===== src/rtl/arrow_spawn_scheduler_if.sv =====
// Bundle between the arrow spawn scheduler, the pattern ROM, the phase FSM and the arrow pool.
// The master modport is the scheduler side; the slave modport is its environment.
interface arrow_spawn_scheduler_if #(
    parameter int unsigned NUM_SLOTS = 24
);
    logic                 start_in;
    logic                 abort_in;
    logic [4:0]           event_addr_out;
    logic [7:0]           event_data_in;
    logic [NUM_SLOTS-1:0] slot_busy_in;
    logic [NUM_SLOTS-1:0] spawn_out;
    logic [1:0]           spawn_dir_out;
    logic [1:0]           spawn_speed_out;
    logic                 spawn_inv_out;
    logic                 busy_out;
    logic                 finished_out;
    logic [7:0]           dropped_out;

    modport master (
        input  start_in, abort_in, event_data_in, slot_busy_in,
        output event_addr_out, spawn_out, spawn_dir_out, spawn_speed_out, spawn_inv_out,
        output busy_out, finished_out, dropped_out
    );

    modport slave (
        output start_in, abort_in, event_data_in, slot_busy_in,
        input  event_addr_out, spawn_out, spawn_dir_out, spawn_speed_out, spawn_inv_out,
        input  busy_out, finished_out, dropped_out
    );
endinterface


===== src/rtl/arrow_spawn_scheduler.sv =====
// Dodge-phase sequencer: walks the arrow pattern table, waits each event's delay, allocates the
// lowest free arrow slot and fires a one-cycle spawn. Ends once the table is exhausted and every
// slot has drained.
module arrow_spawn_scheduler #(
    parameter int unsigned NUM_SLOTS   = 24,
    parameter int unsigned MAX_EVENTS  = 24,
    parameter int unsigned TICK_CYCLES = 6500000
) (
    input logic clk,
    input logic rst,
    arrow_spawn_scheduler_if.master bus
);
    localparam int unsigned TickW = (TICK_CYCLES > 1) ? $clog2(TICK_CYCLES) : 1;

    typedef enum logic [2:0] {StIdle, StFetch, StWait, StAlloc, StDrain, StDone} state_e;

    state_e               state_q, state_d;
    logic [4:0]           index_q, index_d;
    logic                 fetch_lat_q, fetch_lat_d;  // second FETCH cycle: ROM data is valid
    logic [7:0]           evt_q, evt_d;
    logic [TickW-1:0]     tick_q, tick_d;
    logic [2:0]           unit_q, unit_d;
    logic [NUM_SLOTS-1:0] pending_q, pending_d;      // allocated, arrow valid not yet seen
    logic                 busy_q, busy_d;
    logic [7:0]           dropped_q, dropped_d;

    logic [NUM_SLOTS-1:0] free;
    logic [NUM_SLOTS-1:0] alloc_oh;

    // Free slots and the lowest one among them (x & -x isolates the lowest set bit).
    always_comb begin
        free     = ~bus.slot_busy_in & ~pending_q;
        alloc_oh = free & (~free + 1'b1);
    end

    // Next-state and output decode.
    always_comb begin
        state_d     = state_q;
        index_d     = index_q;
        fetch_lat_d = fetch_lat_q;
        evt_d       = evt_q;
        tick_d      = tick_q;
        unit_d      = unit_q;
        pending_d   = pending_q & ~bus.slot_busy_in;
        busy_d      = busy_q;
        dropped_d   = dropped_q;

        bus.event_addr_out  = '0;
        bus.spawn_out       = '0;
        bus.spawn_dir_out   = '0;
        bus.spawn_speed_out = '0;
        bus.spawn_inv_out   = 1'b0;
        bus.finished_out    = 1'b0;

        unique case (state_q)
            StIdle: begin
                if (bus.start_in) begin
                    index_d     = '0;
                    dropped_d   = '0;
                    busy_d      = 1'b1;
                    fetch_lat_d = 1'b0;
                    state_d     = StFetch;
                end
            end
            StFetch: begin
                if (bus.abort_in) begin
                    state_d = StDrain;
                end else if (!fetch_lat_q) begin
                    bus.event_addr_out = index_q;
                    fetch_lat_d        = 1'b1;
                end else begin
                    fetch_lat_d = 1'b0;
                    evt_d       = bus.event_data_in;
                    tick_d      = '0;
                    unit_d      = '0;
                    if (bus.event_data_in[7:5] == 3'd0 || index_q == 5'(MAX_EVENTS)) begin
                        state_d = StDrain;
                    end else begin
                        state_d = StWait;
                    end
                end
            end
            StWait: begin
                if (bus.abort_in) begin
                    state_d = StDrain;
                end else if (tick_q == TickW'(TICK_CYCLES - 1)) begin
                    tick_d = '0;
                    unit_d = unit_q + 3'd1;
                    if (unit_q + 3'd1 == evt_q[7:5]) begin
                        state_d = StAlloc;
                    end
                end else begin
                    tick_d = tick_q + 1'b1;
                end
            end
            StAlloc: begin
                if (bus.abort_in) begin
                    state_d = StDrain;
                end else begin
                    if (|free) begin
                        bus.spawn_out       = alloc_oh;
                        bus.spawn_dir_out   = evt_q[4:3];
                        bus.spawn_speed_out = evt_q[2:1];
                        bus.spawn_inv_out   = evt_q[0];
                        pending_d           = pending_d | alloc_oh;
                    end else if (dropped_q != 8'hFF) begin
                        dropped_d = dropped_q + 8'd1;
                    end
                    index_d     = index_q + 5'd1;
                    fetch_lat_d = 1'b0;
                    state_d     = StFetch;
                end
            end
            StDrain: begin
                if (bus.slot_busy_in == '0 && pending_q == '0) begin
                    state_d = StDone;
                end
            end
            StDone: begin
                bus.finished_out = 1'b1;
                busy_d           = 1'b0;
                state_d          = StIdle;
            end
            default: state_d = StIdle;
        endcase
    end

    // State registers with synchronous reset.
    always_ff @(posedge clk) begin
        if (rst) begin
            state_q     <= StIdle;
            index_q     <= '0;
            fetch_lat_q <= 1'b0;
            evt_q       <= '0;
            tick_q      <= '0;
            unit_q      <= '0;
            pending_q   <= '0;
            busy_q      <= 1'b0;
            dropped_q   <= '0;
        end else begin
            state_q     <= state_d;
            index_q     <= index_d;
            fetch_lat_q <= fetch_lat_d;
            evt_q       <= evt_d;
            tick_q      <= tick_d;
            unit_q      <= unit_d;
            pending_q   <= pending_d;
            busy_q      <= busy_d;
            dropped_q   <= dropped_d;
        end
    end

    // Registered status outputs.
    always_comb begin
        bus.busy_out    = busy_q;
        bus.dropped_out = dropped_q;
    end
endmodule


===== src/flat_wrapper.sv =====
// flat-port wrapper written by rule: the top's interface ports become plain ports
module arrow_spawn_scheduler_flat 
#(
    parameter int unsigned NUM_SLOTS   = 24,
    parameter int unsigned MAX_EVENTS  = 24,
    parameter int unsigned TICK_CYCLES = 6500000
)
  (clk, rst, bus_start_in, bus_abort_in, bus_event_data_in, bus_slot_busy_in, bus_event_addr_out, bus_spawn_out, bus_spawn_dir_out, bus_spawn_speed_out, bus_spawn_inv_out, bus_busy_out, bus_finished_out, bus_dropped_out);
  arrow_spawn_scheduler_if #(.NUM_SLOTS(NUM_SLOTS)) bus_i ();
  input logic clk;
  input logic rst;
  input wire logic [$bits(bus_i.start_in)-1:0] bus_start_in;
  input wire logic [$bits(bus_i.abort_in)-1:0] bus_abort_in;
  input wire logic [$bits(bus_i.event_data_in)-1:0] bus_event_data_in;
  input wire logic [$bits(bus_i.slot_busy_in)-1:0] bus_slot_busy_in;
  output wire logic [$bits(bus_i.event_addr_out)-1:0] bus_event_addr_out;
  output wire logic [$bits(bus_i.spawn_out)-1:0] bus_spawn_out;
  output wire logic [$bits(bus_i.spawn_dir_out)-1:0] bus_spawn_dir_out;
  output wire logic [$bits(bus_i.spawn_speed_out)-1:0] bus_spawn_speed_out;
  output wire logic [$bits(bus_i.spawn_inv_out)-1:0] bus_spawn_inv_out;
  output wire logic [$bits(bus_i.busy_out)-1:0] bus_busy_out;
  output wire logic [$bits(bus_i.finished_out)-1:0] bus_finished_out;
  output wire logic [$bits(bus_i.dropped_out)-1:0] bus_dropped_out;
  assign bus_i.start_in = bus_start_in;
  assign bus_i.abort_in = bus_abort_in;
  assign bus_i.event_data_in = bus_event_data_in;
  assign bus_i.slot_busy_in = bus_slot_busy_in;
  assign bus_event_addr_out = bus_i.event_addr_out;
  assign bus_spawn_out = bus_i.spawn_out;
  assign bus_spawn_dir_out = bus_i.spawn_dir_out;
  assign bus_spawn_speed_out = bus_i.spawn_speed_out;
  assign bus_spawn_inv_out = bus_i.spawn_inv_out;
  assign bus_busy_out = bus_i.busy_out;
  assign bus_finished_out = bus_i.finished_out;
  assign bus_dropped_out = bus_i.dropped_out;
  arrow_spawn_scheduler #(.NUM_SLOTS(NUM_SLOTS), .MAX_EVENTS(MAX_EVENTS), .TICK_CYCLES(TICK_CYCLES)) u_core (.clk(clk), .rst(rst), .bus(bus_i));
endmodule

===== config.mk =====
export PLATFORM = sky130hd
export DESIGN_NAME = arrow_spawn_scheduler_flat
export DESIGN_NICKNAME = d
export VERILOG_FILES = /design/src/rtl/arrow_spawn_scheduler_if.sv /design/src/rtl/arrow_spawn_scheduler.sv /design/src/flat_wrapper.sv
export SDC_FILE = /design/constraint.sdc
export NUM_CORES = 1
export LEC_CHECK = 0
export CAP_MARGIN = 20
export CORE_UTILIZATION = 30
export DETAILED_ROUTE_END_ITERATION = 10
export PLACE_DENSITY = 0.54
export SLEW_MARGIN = 20
export SYNTH_ARGS = -nofsm -noshare
export SYNTH_HDL_FRONTEND = slang
export SYNTH_SLANG_ARGS = --single-unit

===== constraint.sdc =====
create_clock -name clk -period 4.1 [get_ports clk]
set_input_delay 0.41 -clock clk [delete_from_list [all_inputs] [get_ports clk]]
set_output_delay 0.41 -clock clk [all_outputs]
set_load 0.01 [all_outputs]

After elaboration in Yosys (flattened, before gate mapping)
Index checks and enable logic that the tools add are counted.
Widths: inputs -> output; s select.
{"block": "classes", "addsub": 5, "eq_ne": 21, "mux": 54, "bitwise_logic": 8, "n_reduce_logical": 19}
{"op": "$mux 24", "count": 6}
{"op": "$mux 23", "count": 4}
{"op": "$and 24x24->24", "count": 3}
{"op": "$not 24->24", "count": 3}
{"op": "$logic_not 24->1", "count": 2}
{"op": "$pmux 23 s2", "count": 1}
{"op": "$mux 3", "count": 13}
{"op": "$mux 8", "count": 4}
{"op": "$mux 5", "count": 5}
{"op": "$add 24x1->24 const B", "count": 1}
{"op": "$or 24x24->24", "count": 1}
{"op": "$reduce_or 24->1", "count": 1}
{"op": "$add 23x1->23 const B", "count": 1}
{"op": "$eq 23x23->1 const B", "count": 1}
{"op": "$pmux 8 s2", "count": 1}
{"op": "$pmux 3 s5", "count": 1}
{"op": "$reduce_and 5->1", "count": 3}
{"op": "$mux 2", "count": 6}
{"op": "$ne 2x2->1 const B", "count": 5}
{"op": "$pmux 5 s2", "count": 1}
{"op": "$mux 1", "count": 9}
{"op": "$ne 3x2->1 const B", "count": 3}
{"op": "$add 8x1->8 const B", "count": 1}
{"op": "$ne 2x1->1 const B", "count": 4}
{"op": "other kinds (20)", "count": 27}
{"block": "word_totals", "reg_bits": 76, "input_bits": 36, "out_inout_bits": 44, "elab_cells": 116}

Logic depth before layout (Yosys ltp)
Gate-level depths: netlist of run 1.
{"block": "logic_depth", "depth_word": 9, "mapped_depth": 8, "depth_no_buf": 7}

Worst setup path before layout of run 1
Ideal clock, no wire load.
{"block": "synth_timing", "path_type": "in2out", "startpoint": "input bus_abort_in", "endpoint": "output bus_spawn_out[11]", "arrival_ps": 2027, "required_time_ps": 3690, "setup_slack_ps": 1663, "cell_stages": 6, "n_path_buf": 1, "path_cell_list": "clkbuf_1 nand2b_1 nor2_1 o211ai_2 or4_4 nor4_1"}
{"block": "synth_via", "elab_chain_len": 2}
{"element": "from (decl)", "line_no": "flat_wrapper.sv:13", "rtl": "input wire logic [$bits(bus_i.abort_in)-1:0] bus_abort_in;"}
{"element": "$mux 24", "line_no": "arrow_spawn_scheduler.sv:97", "rtl": "if (bus.abort_in) begin"}
{"element": "$mux 24", "line_no": "arrow_spawn_scheduler.sv:55", "rtl": "unique case (state_q)"}
{"element": "to (decl)", "line_no": "flat_wrapper.sv:17", "rtl": "output wire logic [$bits(bus_i.spawn_out)-1:0] bus_spawn_out;"}
Every way passes these cells.

Final worst setup path of run 1
{"block": "layout_timing", "startpoint": "input bus_slot_busy_in[8]", "endpoint": "output bus_spawn_out[14]"}
{"block": "layout_via", "elab_chain_len": 8, "elab_cells_between_ends": 9, "classes_between": "add/sub (1); mux (3); bitwise (4); reduce/logical (1)"}
{"element": "from (decl)", "line_no": "flat_wrapper.sv:15", "rtl": "input wire logic [$bits(bus_i.slot_busy_in)-1:0] bus_slot_busy_in;"}
{"element": "$not 24->24 (*)", "line_no": "arrow_spawn_scheduler.sv:32", "rtl": "free = ~bus.slot_busy_in & ~pending_q;"}
{"element": "$and 24x24->24 (*)", "line_no": "arrow_spawn_scheduler.sv:32"}
{"element": "$not 24->24", "line_no": "arrow_spawn_scheduler.sv:33", "rtl": "alloc_oh = free & (~free + 1'b1);"}
{"element": "$add 24x1->24", "line_no": "arrow_spawn_scheduler.sv:33"}
{"element": "$and 24x24->24", "line_no": "arrow_spawn_scheduler.sv:33"}
{"element": "$mux 24 (*)", "line_no": "arrow_spawn_scheduler.sv:100", "rtl": "if (|free) begin"}
{"element": "$mux 24 (*)", "line_no": "arrow_spawn_scheduler.sv:97"}
{"element": "$mux 24 (*)", "line_no": "arrow_spawn_scheduler.sv:55"}
Mark *: on every way between the ends. The rest lies on a longest branch, timed or not.

==> results.py, run 1 <==
metrics = {
    "run_status": {
        "run_status": "finished clean",
    },
    "place": {
        "dp_hpwl_mm": 7.47,
        "portBuffers": 79,
        "numPlacedInstances": 728,
        "routabilityCongestion": 0.872,
    },
    "critical_path": {
        "critPathCaptureType": "output pin",
        "critPathTopFamily": "simple AND/OR/NAND/NOR gates",
        "timing.critical_path.fanout_max": 4,
        "worstSetupStartpointType": "input pin",
        "worst_path_largest_cell_delay_ns": 0.62,
        "cp.buffers_inverters": 2,
        "cp_slowest_cell": "sky130_fd_sc_hd__clkdlybuf4s50_1",
        "rr_startpoint": "u_core.tick_q[0]",
        "worst-endpoint-required_ns": 3.69,
        "setup_crit_path_kind": "input pin to output pin",
        "timing.rr.end": "u_core.unit_q[0]",
        "reg2reg_setup_slack_ns": 1.55,
        "reg2regPathDepth": 7,
        "timing.critical_path.cells": "clkdlybuf4s50_1, nor2_1, nor4_1, nand3_1, or4_4, nor4_1, clkdlybuf4s50_1",
        "cp.arrival_ns": 3.29,
    },
    "layout": {
        "final_nets": 608,
        "final_cell_mix": "94 x sky130_fd_sc_hd__nor2_1, 78 x sky130_fd_sc_hd__clkdlybuf4s50_1, 76 x sky130_fd_sc_hd__dfxtp_1, 31 x sky130_fd_sc_hd__nor3_1, 22 x sky130_fd_sc_hd__nand2_1",
        "fill_cells": 1300,
        "register_area_mm2": 0.00152,
        "multiInputGateArea_mm2": 0.00233,
        "finalCoreUtilization": 0.408,
        "layout.cells.most_common": "sky130_fd_sc_hd__nor2_1",
        "n_antenna_cell": 0,
        "fin_cells": 744,
        "drive_above_1_share": 0.0629,
        "flow.area_growth_from_synthesis_pct": 30.7,
    },
    "yosys": {
        "synthesis.area_mm2": 0.00400,
        "synth_top_family_by_area": "simple AND/OR/NAND/NOR gates",
        "post-synth-top-area-cell": "sky130_fd_sc_hd__dfxtp_1",
        "ys_seq_elements": 76,
        "postSynth.asyncResetShare": 0,
        "synth.distinct_cells": 61,
        "netlist_instances": 492,
        "proportion_of_synthesized_chip_area_in_sequential_cells": 0.380,
        "synthSimpleGateAreaFrac": 0.349,
        "yosys.area_share.adder": 0.0156,
        "synth_area_leaders": "sky130_fd_sc_hd__dfxtp_1 38%, sky130_fd_sc_hd__nor2_1 8.8%, sky130_fd_sc_hd__nor3_1 3.9%, sky130_fd_sc_hd__xor2_1 3.5%, sky130_fd_sc_hd__nor4_1 2.8%",
        "yosys.area.top_type_share": 0.380,
        "number_of_warnings_printed_during_yosys_synthesis": 0,
        "synth_fp_nets": 533,
        "compound_gate_fraction_of_synth_area": 0.134,
        "yosys.area_share.xor_xnor": 0.0591,
        "synth.mux.area_fraction": 0.0250,
        "synth-edff-count": 0,
        "yosys_most_used_dff": "sky130_fd_sc_hd__dfxtp_1",
        "syn-mean-instance-area_um2": 8.13,
    },
    "clock_network": {
        "cts_max_level": 3,
        "clk_path_buf_depth": 2,
        "post-cts-setup-buffer-count": 0,
        "cts_repair_resize_count": 0,
        "hold_fix_buffer_count_after_cts": 0,
        "clk_latency_ns": 0.35,
        "clkSlewWorstSetupHoldPaths_ns": 0.05,
        "cts_inserted_buffers": 9,
        "cts_tree": "done",
        "cts-root-buf": "sky130_fd_sc_hd__clkbuf_16",
        "clock_sink_count": 76,
    },
    "worst_hold_path": {
        "timing.hold.worst.class": "flop to flop",
        "whs_path_depth": 1,
        "holdCritStartpoint": "u_core.pending_q[19]",
        "holdPathEnd": "u_core.pending_q[19]",
    },
    "detailed_routing": {
        "avgRoutedWirePerCell_um": 13.4,
        "firstDrtPassIters": 4,
        "route.antenna.remaining_nets": 0,
        "via_count": 3684,
        "postRouteWirelength_mm": 10.0,
        "post_detailed_route_drc_marker_count": 0,
        "initialDrtViolationCount": 171,
        "drt-vias-per-instance": 4.95,
    },
    "timing": {
        "min_period_ns": 3.70,
        "setup_viol": 0,
        "final-hold-violation-count": 0,
        "worst_pin_slew_ns": 0.753,
        "clock-skew-final_ns": 0.00603,
        "max_slew_violations": 0,
        "setup_tns_ns": 0,
        "slew-limit-headroom": 0.494,
        "rsz_0062_raised_after_global_routing": "false",
        "fmax_mhz": 270,
        "final_min_period_over_clock_period": 0.902,
    },
    "power": {
        "p_per_area_mw_per_mm2": 353,
        "post-layout-total-power_mw": 1.85,
        "power.static_leakage_nw": 1.81,
        "vdd_ir_drop_max_v": 0.000181,
    },
    "global_routing": {
        "grt_start_max_net_pins": 27,
        "first_global_vias": 3594,
        "antenna_found_initial": 0,
        "groute.usage.overall": 0.152,
        "grt-ovfl-total": 0,
        "grt_first_pass_wirelength_mm": 16.9,
    },
    "die": {
        "boundaryPins": 80,
        "initial_utilization": 0.312,
        "fp.coreArea_mm2": 0.0128,
        "placementRows": 41,
        "die_height_um": 117,
        "die-width_um": 117,
        "die_area_mm2": 0.0138,
    },
    "run": {
        "cap_viol_max_count": 0,
    },
}
-- state kept, by name (all words and copies together), names as in the netlist --
register                flops
u_core.bus.busy_out         1
u_core.bus.dropped_out      8
u_core.evt_q                8
u_core.fetch_lat_q          1
u_core.index_q              5
u_core.pending_q           24
u_core.state_q              3
u_core.tick_q              23
u_core.unit_q               3
-- power by group --
| group | internal, mW | switching [mW] | leakage, nW |
|---|---|---|---|
| Sequential | 0.755 | 0.0418 | 0.613 |
| Combinational | 0.110 | 0.147 | 1.05 |
| Clock | 0.487 | 0.306 | 0.147 |
| Total | 1.35 | 0.496 | 1.81 |
-- per-stage QoR --
stage / setup WS [ns] / hold WS, ns / area (um^2)
floorplan: 1.66 / 0.439 / 4000
global placement: 0.459 / 0.451 / 4930
detailed placement: 0.456 / 0.461 / 4930
CTS: 0.417 / 0.475 / 5230
global route: 0.140 / 0.495 / 5230
finish: 0.402 / 0.475 / 5230
-- synthesized netlist by cell type, types with 3 or more instances --
cell                        n
sky130_fd_sc_hd__nor2_1    94
sky130_fd_sc_hd__dfxtp_1   76
sky130_fd_sc_hd__nor3_1    31
sky130_fd_sc_hd__nand2_1   22
sky130_fd_sc_hd__a21oi_1   19
sky130_fd_sc_hd__nor4_1    18
sky130_fd_sc_hd__inv_1     17
sky130_fd_sc_hd__xor2_1    16
sky130_fd_sc_hd__nand3_1   15
sky130_fd_sc_hd__and2_1    14
sky130_fd_sc_hd__nand4_1   13
sky130_fd_sc_hd__clkbuf_1  12
sky130_fd_sc_hd__o21ai_0   12
sky130_fd_sc_hd__xnor2_1   11
sky130_fd_sc_hd__mux2i_1   10
sky130_fd_sc_hd__o21a_1    10
sky130_fd_sc_hd__and4_1     9
sky130_fd_sc_hd__or3_1      9
sky130_fd_sc_hd__and3_1     8
sky130_fd_sc_hd__nand2b_1   6
sky130_fd_sc_hd__a211oi_1   5
sky130_fd_sc_hd__ha_1       5
sky130_fd_sc_hd__a31oi_1    4
sky130_fd_sc_hd__o211ai_1   4
sky130_fd_sc_hd__o22ai_1    4
sky130_fd_sc_hd__buf_4      3
sky130_fd_sc_hd__nand3b_1   3
sky130_fd_sc_hd__nor2b_1    3
-- area by class of cell --
type,count,share of cell area
Sequential cell,76,0.291
Multi-Input combinational cell,382,0.446
Inverter,17,0.0122
Tap cell,172,0.0412
Clock inverter,4,0.00934
Timing Repair Buffer,81,0.153
Clock buffer,12,0.0472
-- worst max-delay path by stage --
stage	endpoint	start	cells past startpoint	slack, ns
after floorplan	bus_spawn_out[11]	bus_abort_in	6	1.66
after global placement	bus_spawn_out[14]	bus_slot_busy_in[0]	7	0.46
after detailed placement	bus_spawn_out[14]	bus_slot_busy_in[8]	7	0.46
after CTS	bus_spawn_out[14]	bus_slot_busy_in[8]	7	0.42
after global routing	bus_spawn_out[14]	bus_slot_busy_in[8]	7	0.14
final	bus_spawn_out[14]	bus_slot_busy_in[8]	7	0.40
-- metal layers --
layer  vias up  routed length, um  GRT usage
li1       1911                  -          -
met1      1686               4450      0.177
met2        76               4760      0.254
met3        11                640     0.0586
met4         0                155     0.0513
met5         -                  0          0
-- cells by family (layout without fill, tap and decap cells) --
family | after synthesis | after routing
multiplexers | 10 | 10
flip-flops | 76 | 76
AO/OA/AOI/OAI | 76 | 76
buffers and inverters | 34 | 114
adder cells (fa/ha/maj) | 5 | 5
AND/OR/NAND/NOR | 264 | 264
XOR/XNOR | 27 | 27
Note: power is estimated with default switching activity, not from simulation.
==> run 2: changes to the inputs <==
- TNS_END_PERCENT: default -> 100
==> results of run 2 <==
No change in the layout: final DEF, timing and power equal those of run 1.
